`src/rtl/clkdiv_pkg.sv`:
```
// Shared types and constants for the tick divider bank.
package clkdiv_pkg;

  // Smallest legal divisor; a divisor of zero is rejected at the config port.
  localparam int DIV_MIN = 1;

  typedef enum logic {
    IDLE    = 1'b0,
    PENDING = 1'b1
  } cfg_state_e;

  // Width of a channel index; a single channel still gets one bit.
  function automatic int ch_idx_w(input int n);
    return (n > 1) ? $clog2(n) : 1;
  endfunction

endpackage

```
`src/rtl/clkdiv_channel.sv`:
```
// One divider channel: counter, divisor/cascade registers, tick and sq outputs.
module clkdiv_channel
  import clkdiv_pkg::*;
#(
  parameter int CNT_W    = 27,
  parameter int DEF_DIV  = 1000,
  parameter bit DEF_CASC = 1'b0
) (
  input  logic             clk,
  input  logic             rst,
  input  logic             ev,
  input  logic             load,
  input  logic [CNT_W-1:0] load_div,
  input  logic             load_casc,
  output logic             wrap,
  output logic             tick,
  output logic             sq,
  output logic             casc
);

  logic [CNT_W-1:0] cnt;
  logic [CNT_W-1:0] div;

  // The event that completes the current period.
  assign wrap = ev && (cnt == div - CNT_W'(DIV_MIN));

  // Count events; a load restarts the period but lets the old period's tick through.
  always_ff @(posedge clk) begin
    if (rst) begin
      cnt  <= '0;
      div  <= CNT_W'(DEF_DIV);
      casc <= DEF_CASC;
      tick <= 1'b0;
      sq   <= 1'b0;
    end else begin
      tick <= wrap;
      if (wrap) sq <= ~sq;
      if (load) begin
        cnt  <= '0;
        div  <= load_div;
        casc <= load_casc;
      end else if (wrap) begin
        cnt <= '0;
      end else if (ev) begin
        cnt <= cnt + CNT_W'(1);
      end
    end
  end

endmodule

```
`src/rtl/tick_divider_bank.sv`:
```
// Multi-channel programmable tick divider with optional cascading and a
// glitch-free config port (new ratios land only on a period boundary or
// while the target is stopped).
module tick_divider_bank
  import clkdiv_pkg::*;
#(
  parameter int                NUM_CH       = 4,
  parameter int                CNT_W        = 27,
  parameter int                DEF_DIV      = 1000,
  parameter logic [NUM_CH-1:0] CASCADE_INIT = '0
) (
  input  logic                          clk,
  input  logic                          rst,
  input  logic [NUM_CH-1:0]             en,
  input  logic                          cfg_valid,
  output logic                          cfg_ready,
  input  logic [ch_idx_w(NUM_CH)-1:0]   cfg_ch,
  input  logic [CNT_W-1:0]              cfg_div,
  input  logic                          cfg_cascade,
  output logic                          cfg_err,
  output logic [NUM_CH-1:0]             tick,
  output logic [NUM_CH-1:0]             sq
);

  localparam int CH_W = ch_idx_w(NUM_CH);

  cfg_state_e       state;
  logic [CH_W-1:0]  slot_ch;
  logic [CNT_W-1:0] slot_div;
  logic             slot_casc;

  logic [NUM_CH-1:0] ev, wrap, load, casc;
  logic [CH_W:0]     ch_ext;
  logic              cfg_bad;

  assign cfg_ready = (state == IDLE);
  assign ch_ext    = {1'b0, cfg_ch};
  assign cfg_bad   = (cfg_div == '0) || (ch_ext >= (CH_W+1)'(NUM_CH));

  for (genvar k = 0; k < NUM_CH; k++) begin : g_ch
    logic src;
    if (k == 0) begin : g_src0
      // casc[0] is pinned low, so channel 0 always counts clk.
      assign src = ~casc[0];
    end else begin : g_srcn
      assign src = casc[k] ? tick[k-1] : 1'b1;
    end

    assign ev[k]   = en[k] && src;
    // Apply the pending write on the target's wrap edge, or at once if it is stopped.
    assign load[k] = (state == PENDING) && (slot_ch == CH_W'(k)) && (wrap[k] || !en[k]);

    clkdiv_channel #(
      .CNT_W    (CNT_W),
      .DEF_DIV  (DEF_DIV),
      .DEF_CASC ((k == 0) ? 1'b0 : CASCADE_INIT[k])
    ) u_ch (
      .clk       (clk),
      .rst       (rst),
      .ev        (ev[k]),
      .load      (load[k]),
      .load_div  (slot_div),
      .load_casc ((k == 0) ? 1'b0 : slot_casc),
      .wrap      (wrap[k]),
      .tick      (tick[k]),
      .sq        (sq[k]),
      .casc      (casc[k])
    );
  end

  // Config FSM: validate and capture a request, then wait for the apply point.
  always_ff @(posedge clk) begin
    if (rst) begin
      state     <= IDLE;
      slot_ch   <= '0;
      slot_div  <= '0;
      slot_casc <= 1'b0;
      cfg_err   <= 1'b0;
    end else begin
      cfg_err <= 1'b0;
      case (state)
        IDLE: begin
          if (cfg_valid) begin
            if (cfg_bad) begin
              cfg_err <= 1'b1;
            end else begin
              slot_ch   <= cfg_ch;
              slot_div  <= cfg_div;
              slot_casc <= cfg_cascade;
              state     <= PENDING;
            end
          end
        end
        PENDING: if (|load) state <= IDLE;
        default: state <= IDLE;
      endcase
    end
  end

endmodule

```
`config.mk`:
```
export PLATFORM = sky130hd
export DESIGN_NAME = tick_divider_bank
export DESIGN_NICKNAME = d
export VERILOG_FILES = /design/src/rtl/clkdiv_pkg.sv /design/src/rtl/clkdiv_channel.sv /design/src/rtl/tick_divider_bank.sv
export SDC_FILE = /design/constraint.sdc
export NUM_CORES = 1
export LEC_CHECK = 0
export BUFFER_PORTS_ARGS = -buffer_cell sky130_fd_sc_hd__buf_2
export CORE_MARGIN = 1.5
export CORE_UTILIZATION = 65
export CTS_CLUSTER_DIAMETER = 50
export DETAILED_ROUTE_END_ITERATION = 12
export HOLD_SLACK_MARGIN = 0.1
export PLACE_DENSITY = 0.83
export SLEW_MARGIN = 0
export SYNTH_ARGS = -nofsm -noshare
export SYNTH_HDL_FRONTEND = slang
export SYNTH_HIERARCHICAL = 1
export SYNTH_SLANG_ARGS = --single-unit
```
`constraint.sdc`:
```
create_clock -name clk -period 10 [get_ports clk]
set_clock_uncertainty 0.2 [all_clocks]
set_input_delay 0.5 -clock clk [delete_from_list [all_inputs] [get_ports clk]]
set_output_delay 0.5 -clock clk [all_outputs]
set_load 0.005 [all_outputs]
```
==> out/summary.txt, run 1 <==
status: finished clean
Port Buf Inserts: 46
Hold WC Path Type: input pin to flip-flop
WHS Endpoint: slot_div[16]
CP Data Required Time: 10.20 ns
fillcell total: 1677
clk slew on worst S/H paths: 0.06 ns
die span in x: 155 um
post-DP HPWL: 25600 um
H-tree depth: 1
Post-CTS Setup Inserts: 0
final core utilization: 0.724
commonest non-fill, non-tap cell in the layout: dfxtp_1
Worst slew margin: 0.341
initial antenna violation count: 0
reg2reg end: g_ch[0].u_ch/cnt[26]
starting density of the core: 0.663
Syn. warnings: 6
fin crit period: 4.63 ns
flops & latches, synth: 260
Max Root-Sink Buffers: 3
Least-Margin Pin Slew: 0.985 ns
Initial DRC Count: 1001
Core Region: 22600 um2
Main synth FF type: dfxtp_1
syn_area_per_cell: 8.81 um2
row cnt: 55
reg2reg setup slack: 5.37 ns
Hold Fails Final Rpt: 0
RSZ-0062 raised after global routing: false
P_leak: 5.70 nW
FF-to-FF path depth: 13
Post-synth EDFFs: 0
share of layout cells above drive strength 1: 0.134
cells taking the most area after synthesis: dfxtp_1 35%, mux2i_1 10%, xnor2_1 7.5%
Fmax: 216 MHz
fin crit share: 0.463
Antenna diodes: 0
Final Cell Area: 16400 um2
MaxCap Viol Count: 0
Yosys top cell area share: 0.347
Via-to-Cell Ratio: 6.14
CP Data Arrival Time: 4.82 ns
die area: 24000 um2
CP max FO: 27
Root Driver: clkbuf_16
GPL Wtd Cong: 0.895
largest net degree at the start of global routing: 98
crit path kind: flip-flop to flip-flop
critical path capture point type: flip-flop
die height: 155 um
I/O pins: 47
Worst Setup Start Kind: flip-flop
hold_sp: cfg_div[16]
nets: 1767
global-route wire length before repair: 59800 um
Worst Hold Path Cells: 3
CTS tree: yes
power per cell area: 142 nW/um2
Wirelength per Cell: 18.3 um
Post-synth ARST share: 0
router iterations before antenna repair: 5
Pins Over Slew Limit: 0
drt total wl: 37200 um
post-synth cell types: 61
sequential fraction of the synthesis area: 0.347
Post-Syn Nets: 1748
Final TNS setup: 0 ns
TritonCTS Buffers: 29
GRT Total Usage: 0.307
vias in the first global route: 11900
GR Overflow Total: 0
cell taking the most area after synthesis: dfxtp_1
Skew-Pair Late Insertion Delay: 0.56 ns
most frequent cells in the layout: 260 x dfxtp_1, 192 x nor2_1, 156 x mux2i_1
FF-to-FF Start: g_ch[0].u_ch/div[2]
Residual DRC: 0
Max VDD drop: 0.114 mV
Area Growth Syn to Fin: 9.18%
Post-Synthesis Cells: 1703
setup violators final: 0
vias post-DR: 12500
dpl cell area: 15100 um2
Num Clock Sinks: 260
Routed Antenna Nets: 0
Mapped Area: 15000 um2
==> registers in the layout (all words and copies together) (netlist names) <==
signal and flops:
g_ch.u_ch/sq 4, state 1, g_ch.u_ch/div 108, slot_div 27, g_ch.u_ch/tick 4, g_ch.u_ch/cnt 108
slot_ch 2, cfg_err 1, slot_casc 1, g_ch.u_ch/casc 4
==> area by class of cell <==
type	instances	area, um2	share of cell area
multi-input combinational	1316	9110	0.556
clock inverter	19	210	0.0128
inverter	33	124	0.00756
clock buffer	35	798	0.0487
timing repair buffer	82	578	0.0353
sequential	260	5200	0.318
tap	285	357	0.0218
==> power breakdown <==
group          switching (mW)  leakage (nW)  internal (mW)
Sequential             0.0396          2.10           1.05
Combinational          0.0722          3.11         0.0566
Clock                   0.455         0.494          0.653
Total                   0.566          5.70           1.76
==> kinds of logic (layout without fill, tap and decap cells) <==
logic type | Yosys count | after routing | synth area share
buffers and inverters | 127 | 169 | 0.0472
XOR/XNOR | 228 | 228 | 0.133
flip-flops | 260 | 260 | 0.347
multiplexers | 156 | 156 | 0.104
other | 1 | 1 | 0.000250
AO/OA/AOI/OAI | 146 | 146 | 0.0742
adder cells (fa/ha/maj) | 8 | 8 | 0.00667
AND/OR/NAND/NOR | 777 | 777 | 0.288
==> stage by stage <==
step,hold slack (ns),std cells,worst slack (ns),power (mW)
final,0.135,2030,5.37,2.33
after global placement,0.269,1946,5.58,1.23
after global routing,0.132,2030,4.93,2.40
after CTS,0.115,2030,5.41,2.34
after detailed placement,0.284,1946,5.42,1.23
after floorplan,0.255,1703,5.37,1.19
==> synthesized netlist by cell type (all sizes together), types with 27 or more instances <==
library cell,count
nand2b,84
o21ai,27
inv,33
and3,28
nand4,65
nor4,55
xor2,100
buf,32
nor2,276
mux2i,156
xnor2,128
nor3,38
nand2,94
dfxtp,260
nand3,41
clkbuf,62
==> worst max-delay path, cell delays in order, from the launching register on <==
cell and delay (ns):
dfxtp_1 0.38, nor4_1 0.81, a32oi_1 0.26, a2111oi_0 0.39, nand3_1 0.13, nor4_1 0.43, nand4_1 0.22, nor2_1 0.13
inv_1 0.06, a2111oi_2 0.40, buf_4 0.39, nor2_1 0.13, o21ai_4 0.40, nor2_1 0.12
==> repair_timing <==
item                      4_1_cts  5_1_grt
gates resized for setup         0        0
hold buffers                   30        0
hold endpoints to repair       30        0
==> per-layer routing <==
| metal | up-vias | wire length [um] | track usage |
|---|---|---|---|
| met5 | - | 0 | 0 |
| met4 | 0 | 1460 | 0.128 |
| met3 | 93 | 2170 | 0.0393 |
| met2 | 400 | 17700 | 0.521 |
| met1 | 5965 | 15900 | 0.394 |
| li1 | 6008 | - | - |
==> how the worst max path moves through the flow <==
stage / start / endpoint / cells after the start
global route: g_ch[0].u_ch/div[0] / g_ch[0].u_ch/cnt[8] / 15
global placement: en[3] / g_ch[3].u_ch/cnt[10] / 14
finish: g_ch[0].u_ch/div[2] / g_ch[0].u_ch/cnt[26] / 13
floorplan: g_ch[0].u_ch/div[0] / g_ch[0].u_ch/div[3] / 17
CTS: g_ch[0].u_ch/div[2] / g_ch[0].u_ch/cnt[26] / 13
detailed placement: g_ch[0].u_ch/div[2] / g_ch[0].u_ch/cnt[26] / 13
Power figures use the tool's default switching activity.
==> inputs of run 2 (changes only) <==
- ABC_AREA: not set -> 1
- CORE_UTILIZATION: 65 -> 58
- PLACE_DENSITY: 0.83 -> 0.78
- clock period: 10 -> 3.9 ns (I/O delays scaled with it)
==> run 2 against run 1 <==
Effect of this change:
- via count up 33%
- synthesized cell count up 52%
- clock power rose to 2.8 times the previous value
- setup slack worse by 5.1 ns
- die area up 25%
- design area up 15%
- sequential power rose to 2.6 times the previous value
- area after synthesis up 12%
- sequential share of layout area down 4.2 points
- sequential cell count unchanged
- cell count up 51%
==> out/summary.txt, run 2 <==
status: finished clean
Wirelength per Cell: 15.9 um
Final Power: 6.65 mW
CP Data Arrival Time: 3.85 ns
Worst Hold Path Cells: 6
Core Region: 28700 um2
CTS tree: yes
Hold Fails Final Rpt: 0
drt total wl: 48800 um
hold_sp: en[2]
Yosys top cell area share: 0.309
post-DP HPWL: 35500 um
Syn. warnings: 6
Max stage delay on crit path: 0.35 ns
die span in x: 174 um
share of layout cells above drive strength 1: 0.122
I/O pins: 47
Largest regs: g_ch.u_ch/cnt: 108 flops, g_ch.u_ch/div: 108 flops, slot_div: 27 flops
vias post-DR: 16600
Port Buf Inserts: 46
vias in the first global route: 15900
syn_area_per_cell: 6.52 um2
Least-Margin Pin Slew: 1.27 ns
global-route wire length before repair: 78700 um
P_leak: 9.15 nW
global route hottest layer: met2
WHS Endpoint: g_ch[2].u_ch/cnt[0]
CP max FO: 10
sequential share of power: 0.431
Root Driver: clkbuf_16
Max Root-Sink Buffers: 3
power per cell area: 353 nW/um2
initial antenna violation count: 0
Post-CTS Setup Inserts: 0
setup violators final: 0
fin crit share: 0.923
router iterations before antenna repair: 8
Skew-Pair Late Insertion Delay: 0.57 ns
most frequent cells in the layout: 615 x nand2_1, 394 x nor2_1, 308 x inv_1
commonest non-fill, non-tap cell in the layout: nand2_1
FF+latch area: 5200 um2
Mapped Area: 16900 um2
GRT Total Usage: 0.321
TritonCTS Buffers: 31
Fmax: 278 MHz
row cnt: 62
Initial DRC Count: 1264
Post-Synthesis Cells: 2587
FF-to-FF path depth: 19
Final Cell Area: 18900 um2
Multi-input gate area: 10100 um2
switching fraction of total power: 0.258
CP Data Required Time: 4.15 ns
count leader, synth: nand2_1
post-synth cell types: 38
Routed Antenna Nets: 0
Residual DRC: 0
Num Clock Sinks: 260
ordered list of cells on the worst path: inv_2 > ha_1 > nand2_4 > nor2_8 > nand2_1 > nand3_1 > nand2_1 > nor2_2 > nand3_1 > nor2_1 > nand3b_1 > nor2_1 > or2_2 > nand3_1 > inv_1 > clkinvlp_4 > buf_4 > o21ai_0 > a21oi_1
H-tree depth: 1
die height: 174 um
clk slew on worst S/H paths: 0.06 ns
GR Overflow Total: 0
MaxCap Viol Count: 0
GRT met2 Usage: 0.557
sequential fraction of the synthesis area: 0.309
Post-synth EDFFs: 0
nets: 2705
flops & latches, synth: 260
Post-Syn Nets: 2632
critical path capture point type: flip-flop
Int Power: 4.94 mW
dpl cell area: 17300 um2
largest net degree at the start of global routing: 37
met1 Usage GRT: 0.404
kind of cell adding the most delay to the critical path: simple AND/OR/NAND/NOR gates
crit path kind: flip-flop to flip-flop
Antenna diodes: 0
Clock power frac: 0.472
Max VDD drop: 0.382 mV
Worst Setup Start Kind: flip-flop
Final Worst Setup Slack: 0.299 ns
die area: 30100 um2
Comb power frac: 0.097
Via-to-Cell Ratio: 5.41
NetSw: 1.71 mW
Area Growth Syn to Fin: 11.8%
fillcell total: 2635
Main synth FF type: dfxtp_1
Slowest cell on crit path: clkinvlp_4
cell taking the most area after synthesis: dfxtp_1
Hold WC Path Type: input pin to flip-flop
reg2reg setup slack: 0.30 ns
Post-synth ARST share: 0
FF-to-FF Start: g_ch[3].u_ch/div[0]
Buf/Inv on CP: 4
GPL Wtd Cong: 1.00
cells taking the most area after synthesis: dfxtp_1 31%, nand2_1 14%, nor2_1 8.8%
Pins Over Slew Limit: 0
starting density of the core: 0.588
pre-CTS setup slack: 0.0800 ns
Worst slew margin: 0.152
top cells by count, synth: 615 x nand2_1, 395 x nor2_1, 308 x inv_1, 260 x dfxtp_1, 178 x nand3_1
met3 GRT Util: 0.0406
CP most frequent cell: nand3_1
fin crit period: 3.60 ns
reg2reg end: g_ch[3].u_ch/div[23]
run 2: changes by cell type after synthesis, sizes merged, moves of 32 or more:
cell	delta
nand2	+542
inv	+281
nor2	+273
mux2i	-152
nand3	+152
o21ai	+110
nand2b	-84
xnor2	-80
a21oi	+75
nor4	-51
xor2	+32
run 2: layout make-up:
type	count	share of cell area
multi-input cells	1948	0.538
flip-flops and latches	260	0.276
inverters	318	0.0637
clock buffers	38	0.0446
repair buffers	100	0.0382
well taps	384	0.0255
clock inverters	15	0.0142
repair inverters	1	0.000265
run 2: stage by stage:
step | util | hold WS, ns | TNS, ns | instances
floorplan | - | 0.0641 | 0 | 2587
global placement | 0.604 | 0.271 | 0 | 2973
detailed placement | 0.604 | 0.291 | 0 | 2973
CTS | 0.655 | 0.110 | 0 | 3060
global route | 0.657 | 0.161 | -0.00265 | 3064
finish | 0.657 | 0.109 | 0 | 3064
run 2: power by group through the flow:
stage                     sequential (mW)  combinational, mW  clock, mW
after CTS                            2.86              0.620       3.18
after global placement               2.92              0.577          0
after detailed placement             2.92              0.589          0
after floorplan                      2.85              0.473          0
after global routing                 2.87              0.725       3.29
final                                2.87              0.643       3.14
run 2: kinds of logic after synthesis:
kind of cell | share of synthesized area
XOR/XNOR | 0.0988
AND/OR/NAND/NOR | 0.424
other | 0.000222
adder cells (fa/ha/maj) | 0.00593
buffers and inverters | 0.0937
multiplexers | 0.00237
AO/OA/AOI/OAI | 0.0662
flip-flops | 0.309
run 2: worst min-delay path: stages:
cell and delay, ns:
buf_2 0.08, inv_1 0.06, a21oi_1 0.12, buf_4 0.20
xnor2_1 0.10, nor2_2 0.09
run 2: how the worst max path moves through the flow:
stage / start / to / slack, ns / cells past startpoint
floorplan: g_ch[0].u_ch/div[0] / g_ch[0].u_ch/div[18] / 1.07 / 18
global placement: g_ch[3].u_ch/div[0] / g_ch[3].u_ch/cnt[9] / 0.21 / 18
detailed placement: g_ch[3].u_ch/div[0] / g_ch[3].u_ch/cnt[9] / 0.08 / 18
CTS: g_ch[3].u_ch/div[0] / g_ch[3].u_ch/cnt[12] / 0.07 / 18
global route: g_ch[1].u_ch/div[1] / g_ch[1].u_ch/div[22] / -0.003 / 19
finish: g_ch[3].u_ch/div[0] / g_ch[3].u_ch/div[23] / 0.30 / 19
run 2: layer usage:
metal	share of wire	up-vias
li1	-	8293
met1	0.42	7624
met2	0.48	544
met3	0.060	130
met4	0.042	0
met5	0	-
run 2: repair_timing:
action	CTS	global route
endpoints found under the hold margin	47	0
hold buffers	34	0
resized for setup	0	5
endpoints found under the setup margin	0	100
==> inputs of run 3 (changes only) <==
- CORE_ASPECT_RATIO: not set -> 1.1
==> run 3 against run 2 <==
Effect of this change:
- largest cell class unchanged
- highest routed layer unchanged
- sequential power about the same
- non-clock buffer count unchanged
- cell count decreased by 0.55%
- setup slack improved by 0.050 ns
- maximum frequency increased by 1.4%
- combinational power decreased by 1%
- die area about the same
==> out/summary.txt, run 3 (synthesis gave the netlist of run 2 again) <==
Fmax: 282 MHz
Hold WC Path Type: input pin to flip-flop
fillcell total: 2617
Least-Margin Pin Slew: 1.25 ns
power per cell area: 345 nW/um2
GPL Wtd Cong: 1.00
most frequent cells in the layout: 615 x nand2_1, 394 x nor2_1, 308 x inv_1
nets: 2700
Routed Antenna Nets: 0
commonest non-fill, non-tap cell in the layout: nand2_1
Largest regs: g_ch.u_ch/cnt: 108 flops, g_ch.u_ch/div: 108 flops, slot_div: 27 flops
CP most frequent cell: nor2_1
TritonCTS Buffers: 30
vias post-DR: 16400
global-route wire length before repair: 77700 um
Final TNS setup: 0 ns
largest net degree at the start of global routing: 37
ordered list of cells on the worst path: inv_1 > ha_1 > nand2_4 > nor2_8 > nand3b_1 > nand2_1 > nand2_1 > inv_1 > nand4_1 > nor2_1 > nand3_1 > nor2_1 > o21ai_0 > nor2_1 > buf_4 > nor2_1 > nand4_1 > a21oi_1 > dlygate4sd3_1
Max VDD drop: 0.434 mV
Core Region: 28600 um2
Pins Over Slew Limit: 0
dpl cell area: 17300 um2
P_leak: 9.11 nW
clk slew on worst S/H paths: 0.06 ns
Initial DRC Count: 1185
Wirelength per Cell: 15.9 um
die height: 182 um
Buf/Inv on CP: 4
vias in the first global route: 15500
router iterations before antenna repair: 8
starting density of the core: 0.589
Hold Worst Slack: 0.214 ns
RSZ-0062 raised after global routing: false
Final Cell Area: 18700 um2
initial antenna violation count: 1
CTS tree: yes
Port Buf Inserts: 46
post-DP HPWL: 36300 um
CP Data Required Time: 4.15 ns
H-tree depth: 1
Max Root-Sink Buffers: 3
MaxCap Viol Count: 0
Worst Setup Start Kind: flip-flop
Skew-Pair Late Insertion Delay: 0.56 ns
CP Data Arrival Time: 3.80 ns
drt total wl: 48500 um
crit path kind: flip-flop to flip-flop
FF-to-FF Start: g_ch[0].u_ch/div[1]
GRT Total Usage: 0.316
share of layout cells above drive strength 1: 0.119
setup violators final: 0
Area Growth Syn to Fin: 11.1%
Hold Fails Final Rpt: 0
die span in x: 166 um
fin crit period: 3.55 ns
Max stage delay on crit path: 0.59 ns
CP max FO: 22
Worst Setup SP: g_ch[0].u_ch/div[1]
I/O pins: 47
status: finished clean
critical path capture point type: flip-flop
GR Overflow Total: 0
Slowest cell on crit path: dlygate4sd3_1
row cnt: 65
hold_sp: en[2]
kind of cell adding the most delay to the critical path: simple AND/OR/NAND/NOR gates
Residual DRC: 0
Worst slew margin: 0.165
Via-to-Cell Ratio: 5.37
Root Driver: clkbuf_16
fin crit share: 0.910
Num Clock Sinks: 260
die area: 30100 um2
run 3: per-stage QoR:
step	util	setup slack [ns]	power [mW]	std cells
CTS	0.655	0.387	6.48	3046
global route	0.655	0.0331	6.70	3047
floorplan	-	1.07	3.32	2587
global placement	0.605	0.486	3.50	2954
detailed placement	0.605	0.446	3.51	2954
finish	0.655	0.349	6.46	3047
run 3: what timing repair did:
item                      in CTS  in global routing
gates resized for setup        0                  0
hold endpoints to repair      45                  0
hold buffers                  37                  0
setup buffers                  0                  0
run 3: path summary, 6_finish.rpt:
check / slack (ns) / cells past startpoint / endpoint
max: 0.35 / 19 / state
min: 0.21 / 6 / g_ch[2].u_ch/cnt[0]
max reg2reg: 0.35 / 19 / state
min reg2reg: 0.29 / 2 / g_ch[1].u_ch/sq
run 3: layout make-up:
class                           instances  area [um2]  share of cell area
Clock buffer                           38         842              0.0449
Inverter                              318        1190              0.0637
Tap cell                              368         460              0.0246
Sequential cell                       260        5200               0.278
Multi-Input combinational cell       1945       10100               0.538
Clock inverter                         17         210              0.0112
Timing Repair Buffer                  100         741              0.0395
Antenna cell                            1        2.50            0.000134
run 3: tightest hold or removal path: stages:
cell and delay (ns):
buf_2 0.10, inv_1 0.14, a21oi_1 0.09, buf_4 0.18
xnor2_1 0.18, nor2_2 0.04
run 3: report_power, final:
group	total [mW]	leakage [nW]	switching (mW)	internal, mW
clock network	2.96	0.520	1.17	1.80
registers	2.87	2.11	0.137	2.73
logic	0.636	6.48	0.408	0.228
total	6.46	9.11	1.71	4.75
run 3: layer usage:
metal / wire length (um) / part of all wire / GRT usage
met1: 20300 / 0.42 / 0.393
met2: 23800 / 0.49 / 0.565
met3: 2960 / 0.061 / 0.0364
met4: 1470 / 0.030 / 0.106
met5: 0 / 0 / 0
